$ cat src/rtl/mac_seq_ctrl.sv
// mac_seq_ctrl: sequencer for the pipelined 8.8 fixed-point multiplier in the MAC path.
//
// On a start command it streams vec_len operand pairs into an external multiplier using a
// valid/ready handshake. A valid shift register follows the products through the multiplier,
// which has no valid signal of its own. The products are summed, and the dot product is
// returned on a held result handshake.
//
// Ports:
//   clk, reset          clock (posedge) and synchronous active-high reset
//   start, vec_len      one-cycle command and vector length (honoured only when idle)
//   op_valid, op_ready  operand pair handshake; op_in / op_w are 8.8 signed operands
//   mult_in, mult_w     operands to the multiplier (zero on bubbles)
//   mult_out            product from the multiplier, MULT_LAT cycles after mult_in/mult_w
//   busy                high whenever not idle
//   res_valid/res_ready result handshake; result is 8.8 signed, ovf flags clamping
//
// Build option: define SAT_EN to clamp the result to the 16-bit range and report ovf.
// Without SAT_EN the result wraps and ovf is tied low.

module mac_seq_ctrl #(
  parameter int unsigned MULT_LAT = 5,
  parameter int unsigned LEN_W    = 8,
  parameter int unsigned ACC_W    = 32
) (
  input  logic             clk,
  input  logic             reset,
  input  logic             start,
  input  logic [LEN_W-1:0] vec_len,
  input  logic             op_valid,
  output logic             op_ready,
  input  logic [15:0]      op_in,
  input  logic [15:0]      op_w,
  output logic [15:0]      mult_in,
  output logic [15:0]      mult_w,
  input  logic [15:0]      mult_out,
  output logic             busy,
  output logic             res_valid,
  input  logic             res_ready,
  output logic [15:0]      result,
  output logic             ovf
);

  typedef enum logic [1:0] {StIdle, StFeed, StDrain, StDone} state_e;

  localparam logic [LEN_W-1:0] LenOne = LEN_W'(1);

  state_e              state_q, state_d;
  logic [LEN_W-1:0]    len_q;
  logic [LEN_W-1:0]    issue_cnt_q;
  logic [MULT_LAT-1:0] vld_sr_q;
  logic [ACC_W-1:0]    acc_q;
  logic [15:0]         result_q;
  logic                ovf_q;

  logic                fire;
  logic                start_go;
  logic [ACC_W-1:0]    prod_ext;
  logic [15:0]         result_d;
  logic                ovf_d;

  assign prod_ext = {{(ACC_W-16){mult_out[15]}}, mult_out};

  // Next state and handshake outputs.
  always_comb begin
    state_d  = state_q;
    op_ready = 1'b0;
    start_go = 1'b0;
    unique case (state_q)
      StIdle: begin
        if (start) begin
          start_go = 1'b1;
          state_d  = (vec_len != '0) ? StFeed : StDone;
        end
      end
      StFeed: begin
        op_ready = (issue_cnt_q < len_q);
        if (op_valid && op_ready && (issue_cnt_q == len_q - LenOne)) begin
          state_d = StDrain;
        end
      end
      StDrain: begin
        // All-zero valid register also means no accumulate is pending this cycle.
        if (vld_sr_q == '0) begin
          state_d = StDone;
        end
      end
      StDone: begin
        if (res_ready) begin
          state_d = StIdle;
        end
      end
      default: state_d = StIdle;
    endcase
  end

  assign fire = op_valid & op_ready;

  // Bubbles present zero operands so a stray product can never be non-zero.
  always_comb begin
    mult_in = 16'h0000;
    mult_w  = 16'h0000;
    if (fire) begin
      mult_in = op_in;
      mult_w  = op_w;
    end
  end

  // Result formatting from the final accumulator value.
  always_comb begin
`ifdef SAT_EN
    result_d = acc_q[15:0];
    ovf_d    = 1'b0;
    // Bits above bit 15 must all match the sign for the value to fit in 16 bits.
    if (!((&acc_q[ACC_W-1:15]) || (~|acc_q[ACC_W-1:15]))) begin
      ovf_d    = 1'b1;
      result_d = acc_q[ACC_W-1] ? 16'h8000 : 16'h7FFF;
    end
`else
    result_d = acc_q[15:0];
    ovf_d    = 1'b0;
`endif
  end

  always_ff @(posedge clk) begin
    if (reset) begin
      state_q     <= StIdle;
      len_q       <= '0;
      issue_cnt_q <= '0;
      vld_sr_q    <= '0;
      acc_q       <= '0;
      result_q    <= 16'h0000;
      ovf_q       <= 1'b0;
    end else begin
      state_q <= state_d;
      if (start_go) begin
        len_q       <= vec_len;
        issue_cnt_q <= '0;
        vld_sr_q    <= '0;
        acc_q       <= '0;
      end else begin
        vld_sr_q <= {vld_sr_q[MULT_LAT-2:0], fire};
        if (fire) begin
          issue_cnt_q <= issue_cnt_q + LenOne;
        end
        if (vld_sr_q[MULT_LAT-1]) begin
          acc_q <= acc_q + prod_ext;
        end
      end
      // Result and ovf are captured only on entry to DONE and held until accepted.
      if (state_q == StIdle && start_go && state_d == StDone) begin
        result_q <= 16'h0000;
        ovf_q    <= 1'b0;
      end else if (state_q == StDrain && state_d == StDone) begin
        result_q <= result_d;
        ovf_q    <= ovf_d;
      end
    end
  end

  assign busy      = (state_q != StIdle);
  assign res_valid = (state_q == StDone);
  assign result    = result_q;
  assign ovf       = ovf_q;

endmodule
$ cat config.mk
export PLATFORM = sky130hd
export DESIGN_NAME = mac_seq_ctrl
export DESIGN_NICKNAME = d
export VERILOG_FILES = /design/src/rtl/mac_seq_ctrl.sv
export SDC_FILE = /design/constraint.sdc
export NUM_CORES = 1
export LEC_CHECK = 0
export BUFFER_PORTS_ARGS = -buffer_cell sky130_fd_sc_hd__buf_2
export CAP_MARGIN = 20
export CORE_ASPECT_RATIO = 0.5
export CORE_MARGIN = 8
export CORE_UTILIZATION = 44
export CTS_BUF_LIST = sky130_fd_sc_hd__clkbuf_8
export DETAILED_ROUTE_END_ITERATION = 10
export PLACE_DENSITY = 0.83
export SLEW_MARGIN = 20
export SYNTH_ARGS = -nofsm -noshare
export SYNTH_HDL_FRONTEND = slang
export SYNTH_SLANG_ARGS = --single-unit
$ cat constraint.sdc
create_clock -name clk -period 2.9 [get_ports clk]
set_input_delay 0.29 -clock clk [delete_from_list [all_inputs] [get_ports clk]]
set_output_delay 0.29 -clock clk [all_outputs]
set_load 0.005 [all_outputs]
# == Word-level counts from Yosys, hierarchy flattened ==
# Index checks and enable logic that the tools add are counted.
# word_totals
register_bits,71
input_bits,61
out_inout_bits,52
wordCells,38
# op_classes
addsub,3
order_cmp,1
eq_ne,5
muxes,11
n_bitwise,1
n_reduce_logical,11
# ops
cell,n
32-bit adder,1
16-bit two-way mux,2
2-bit two-way mux,5
"8-bit by 1-bit adder with 8-bit output, second input constant",1
8-bit == test,1
8-bit less-than comparator,1
2-bit one-hot mux with 4 select lines,1
8-bit nonzero test,1
"8-bit by 1-bit subtractor with 8-bit output, second input constant",1
"2-bit == test, second input constant",3
1-bit logical AND,5
5-bit logical NOT,1
2-bit OR reduction,2
1-bit two-way mux,3
"2-bit by 1-bit == test with 1-bit output, second input constant",1
2-bit logical NOT,1
2-bit nonzero test,1
1-bit AND,1

# == Longest topological paths before layout ==
# depth
ltp_word,8
mapped_depth,9
mapped_depth_nobuf,9

# == Worst setup path after synthesis ==
# Ideal clock, no wire load.
# synth_timing
path_kind,flip-flop to output port
startpoint,reg len_q[5]
endpoint,out mult_in[10]
arrival_time_ps,1876
required_time_ps,2610
path_slack_ps,734
stages_incl_launch_ff,8
path_buffers,1
cell_sequence,dfxtp_1 inv_1 ha_1 a21o_1 a221o_1 o21ai_2 clkbuf_1 and3_1
# synth_via
elab_chain_len,4
# synth_rtl
element,line_no,rtl
"start, declared",48,logic [LEN_W-1:0] len_q;
"start signal, assigned",136,len_q <= vec_len;
8-bit less-than comparator,76,op_ready = (issue_cnt_q < len_q);
1-bit two-way mux,68,unique case (state_q)
1-bit AND,96,assign fire = op_valid & op_ready;
16-bit two-way mux,102,if (fire) begin
"end, declared",33,"output logic [15:0] mult_in,"
# Every way passes these cells.

# == Worst setup path in the final report ==
# layout_timing
startpoint,reg len_q[6]
endpoint,out mult_in[5]
# Same word-level chain as after synthesis.

==> flow_summary_export.csv <==
group,metric,value,unit
sta,relSlewSlack,60.7,%
global_routing,grt_pass1_wl,15300,um
clock_tree,cts_tree,"built",
logic_synthesis,post_synth_instance_area,0.00346,mm^2
logic_synthesis,synth.distinct_cells,52,
setup_path,worstRegToRegCells,9,
route,wl_per_cell,14.4,um
sta,setup_viol,0,
route,drt-vias-per-instance,5.32,
clock_tree,cts-buffers-inserted,5,
setup_path,timing.critical_path.slowest_stage_cell,"sky130_fd_sc_hd__dfxtp_1",
setup_path,timing.critical_path.arrival,2.34,ns
placed_design,gp_congestion,0.856,
floorplan,pin_count,113,
logic_synthesis,synth_sequential_area_ratio,31.8,%
route,final_antenna_net_count,0,
pwr,internal_power,0.00114,W
setup_path,critical_path.max_stage_delay,0.38,ns
finish,seqCellArea,0.00110,mm^2
finish,fillCellCount,704,
floorplan,die_height,78.7,um
clock_tree,max-clock-path-buffers,2,
route,wl,9200,um
global_routing,track_usage,16.2,%
pwr,sw_frac_of_total,30.1,%
sta,hold_violations,0,
clock_tree,htreeDepth,2,
setup_path,cp.required,2.61,ns
setup_path,critPathMostFrequentCell,"sky130_fd_sc_hd__and3_1",
floorplan,die_area,0.0111,mm^2
clock_tree,clk_pin_slew_worst_paths,0.10,ns
setup_path,regToRegStartpoint,"acc_q[0]",
setup_path,end_kind,"output port",
finish,area.growth.synth_to_final,21.8,%
pwr,clkPwrFrac,29.0,%
setup_path,crit_path_to,"mult_in[5]",
finish,multi_input_area,0.00220,mm^2
clock_tree,cts_hold_buf,0,
setup_path,r2r_slack,0.52,ns
route,initialDrtViolationCount,227,
logic_synthesis,synth_area_per_cell,8.04,um^2
setup_path,worst-path-max-fanout,36,
finish,layout.nets,619,
sta,fin_crit_period,2.63,ns
logic_synthesis,yosys_warnings,0,
setup_path,setup.worst_path.start,"len_q[6]",
logic_synthesis,synth_cells,430,
logic_synthesis,number_of_enable_flip_flop_cells_after_synthesis,0,
logic_synthesis,synth-seq-cells,55,
finish,antenna_cells_inserted,0,
pwr,switchingPower,0.000490,W
route,route.met2.wl,4650,um
setup_path,r2r_end,"acc_q[14]",
logic_synthesis,dominantRegCellSynth,"sky130_fd_sc_hd__dfxtp_1",
sta,tightestPinTransition,0.590,ns
clock_tree,worstSkewPairLatency,0.31,ns
floorplan,die-width,141,um
finish,fin_util,56.5,%
logic_synthesis,yosysTopAreaCell,"sky130_fd_sc_hd__dfxtp_1",
flow_run,drv.max_cap_violation_count,0,
sta,layout_worst_path_cycle_share,90.7,%
route,num_vias,3408,
clock_tree,cts_root_buf,"sky130_fd_sc_hd__clkbuf_8",
sta,totalNegativeSetupSlack,0,ns
global_routing,via_count_of_the_first_global_routing_pass,3365,
logic_synthesis,synth_async_sr_flop_share,0,%
setup_path,start_kind,"flop",
route,met1Wirelength,4040,um
global_routing,pin_count_of_the_biggest_net_entering_global_routing,37,
clock_tree,cts.sinks,55,
sta,drv_slew,0,
sta,rsz0062_at_grt,"no",
hold_path,worst_hold_path_type,"in2reg",
sta,worst_clock_skew,0.00900,ns
pwr,vdd_drop_max,156,uV
floorplan,core-area,0.00746,mm^2
logic_synthesis,synth.top_cell.area_share,31.8,%
finish,fraction_of_final_layout_cells_with_drive_strength_greater_than_1,25.5,%
placed_design,dp_hpwl,7190,um
global_routing,globalRouteOverflowTotal,0,
pwr,cellLeakagePower,2.11,nW
sta,achievable-frequency,0.380,GHz
logic_synthesis,ys_top_cells_by_area,"sky130_fd_sc_hd__dfxtp_1, sky130_fd_sc_hd__ha_1, sky130_fd_sc_hd__and3_1",
setup_path,setup.worst_path.class,"reg2out",
clock_tree,post_cts_setup_repair_bufs,0,
pwr,power.sequential.fraction,48.2,%
floorplan,initial_utilization,46.4,%
status,status,"finished, final reports clean",
pwr,total_power_divided_by_cell_area,387,mW/mm^2
logic_synthesis,synth_fp_nets,517,
placed_design,place.port_buffers,111,
clock_tree,post_cts_resize_count,0,
route,top_layer_used,"met4",
route,drtPass1Iterations,4,
route,drc_errors,0,
floorplan,core.rowCount,22,
pwr,share_comb_of_total_power,22.8,%
route,met3_length,405,um
setup_path,path_cells,"inv_1, ha_1, and3_1, a221o_1, o21ai_2, buf_4, and3_1, buf_2",
global_routing,initial_antenna_violation_count,0,
[stage by stage]
stage	setup WS, ns	instances	hold slack (ns)	total power (W)	cell area, um^2
final	0.270	641	0.217	0.00163	4210
after global routing	0.0919	641	0.219	0.00173	4210
after CTS	0.257	641	0.208	0.00165	4210
after detailed placement	0.561	633	0.450	0.00117	4110
after global placement	0.640	633	0.441	0.00116	4110
after floorplan	0.734	430	0.426	0.00105	3460
[placed cells by master (no fill, tap or decap), types with 3 or more instances in the layout]
cell | netlist | routed
sky130_fd_sc_hd__nor2_1 | 40 | 40
sky130_fd_sc_hd__nand2_1 | 35 | 35
sky130_fd_sc_hd__nand2b_1 | 5 | 5
sky130_fd_sc_hd__mux2i_1 | 20 | 20
sky130_fd_sc_hd__o21ai_1 | 3 | 3
sky130_fd_sc_hd__a21o_1 | 7 | 7
sky130_fd_sc_hd__a31oi_1 | 6 | 6
sky130_fd_sc_hd__inv_1 | 17 | 17
sky130_fd_sc_hd__a211oi_1 | 4 | 4
sky130_fd_sc_hd__and2_1 | 6 | 6
sky130_fd_sc_hd__nor4_1 | 3 | 3
sky130_fd_sc_hd__dfxtp_1 | 55 | 55
sky130_fd_sc_hd__o31ai_1 | 4 | 4
sky130_fd_sc_hd__clkbuf_8 | 0 | 7
sky130_fd_sc_hd__a31o_2 | 4 | 4
sky130_fd_sc_hd__buf_2 | 6 | 111
sky130_fd_sc_hd__nand3_1 | 17 | 17
sky130_fd_sc_hd__nor3_1 | 9 | 9
sky130_fd_sc_hd__nand4_1 | 9 | 9
sky130_fd_sc_hd__a21oi_1 | 31 | 31
sky130_fd_sc_hd__o21ai_0 | 11 | 11
sky130_fd_sc_hd__o211ai_1 | 3 | 3
sky130_fd_sc_hd__and3_1 | 36 | 36
sky130_fd_sc_hd__xnor2_1 | 13 | 13
sky130_fd_sc_hd__buf_4 | 1 | 7
sky130_fd_sc_hd__ha_1 | 25 | 25
sky130_fd_sc_hd__or3_1 | 7 | 7
sky130_fd_sc_hd__nor2b_1 | 4 | 4
sky130_fd_sc_hd__or4_1 | 3 | 3
[sequential cells by signal (all words and copies together) (netlist names)]
register / count
acc_q: 16
len_q: 8
issue_cnt_q: 8
state_q: 2
result: 16
vld_sr_q: 5
[Yosys cell counts (all sizes together) (5+ instances only)]
library cell / number
a211oi: 5
nand4: 9
clkbuf: 15
nand3: 17
dfxtp: 55
nor3: 9
nor2: 40
o21ai: 15
inv: 17
nand2: 35
mux2i: 20
and2: 6
and3: 36
xnor2: 13
a31oi: 6
buf: 8
or3: 7
a21oi: 32
a21o: 7
nand2b: 5
ha: 25
[area by class of cell]
type,instances,share of cell area [%]
repair buffers,118,14.4
well taps,108,3.21
inverters,18,1.60
clock inverters,1,0.178
clock buffers,7,2.29
multi-input cells,334,52.2
flip-flops and latches,55,26.1
[power by group through the flow]
stage,logic (W),registers [W],clock network [W]
2_1_floorplan,0.000249,0.000798,0
3_3_place_gp,0.000361,0.000803,0
3_5_place_dp,0.000371,0.000803,0
4_1_cts,0.000373,0.000786,0.000494
5_1_grt,0.000415,0.000788,0.000524
6_report,0.000372,0.000785,0.000473
[layer usage]
metal	GRT usage (%)	vias up
li1	-	1748
met1	19.3	1571
met2	29.4	77
met3	3.22	12
met4	4.46	0
met5	0	-
[cells by family (layout without fill, tap and decap cells)]
kind of cell | after synthesis | after routing | share of synthesized area [%]
flip-flops | 55 | 55 | 31.8
XOR/XNOR | 15 | 15 | 3.80
other | 1 | 1 | 0.108
adder cells (fa/ha/maj) | 26 | 26 | 9.62
multiplexers | 22 | 22 | 6.44
AND/OR/NAND/NOR | 181 | 181 | 26.8
AO/OA/AOI/OAI | 89 | 89 | 16.6
buffers and inverters | 41 | 144 | 4.78
[worst min path at each step]
stage,end,cells past startpoint,startpoint
detailed placement,vld_sr_q[2],1,vld_sr_q[1]
global placement,vld_sr_q[3],1,vld_sr_q[2]
finish,len_q[0],3,vec_len[0]
global route,len_q[7],3,vec_len[7]
CTS,len_q[0],3,vec_len[0]
floorplan,len_q[1],2,vec_len[1]
[worst max-delay path: cells and delay by family (launching register included)]
kind	cells	cell delay, ns
compound gates	2	0.46
flops	1	0.38
fa+ha+maj	1	0.30
simple gates	2	0.39
buf+inv	3	0.48
Power figures use the tool's default switching activity.
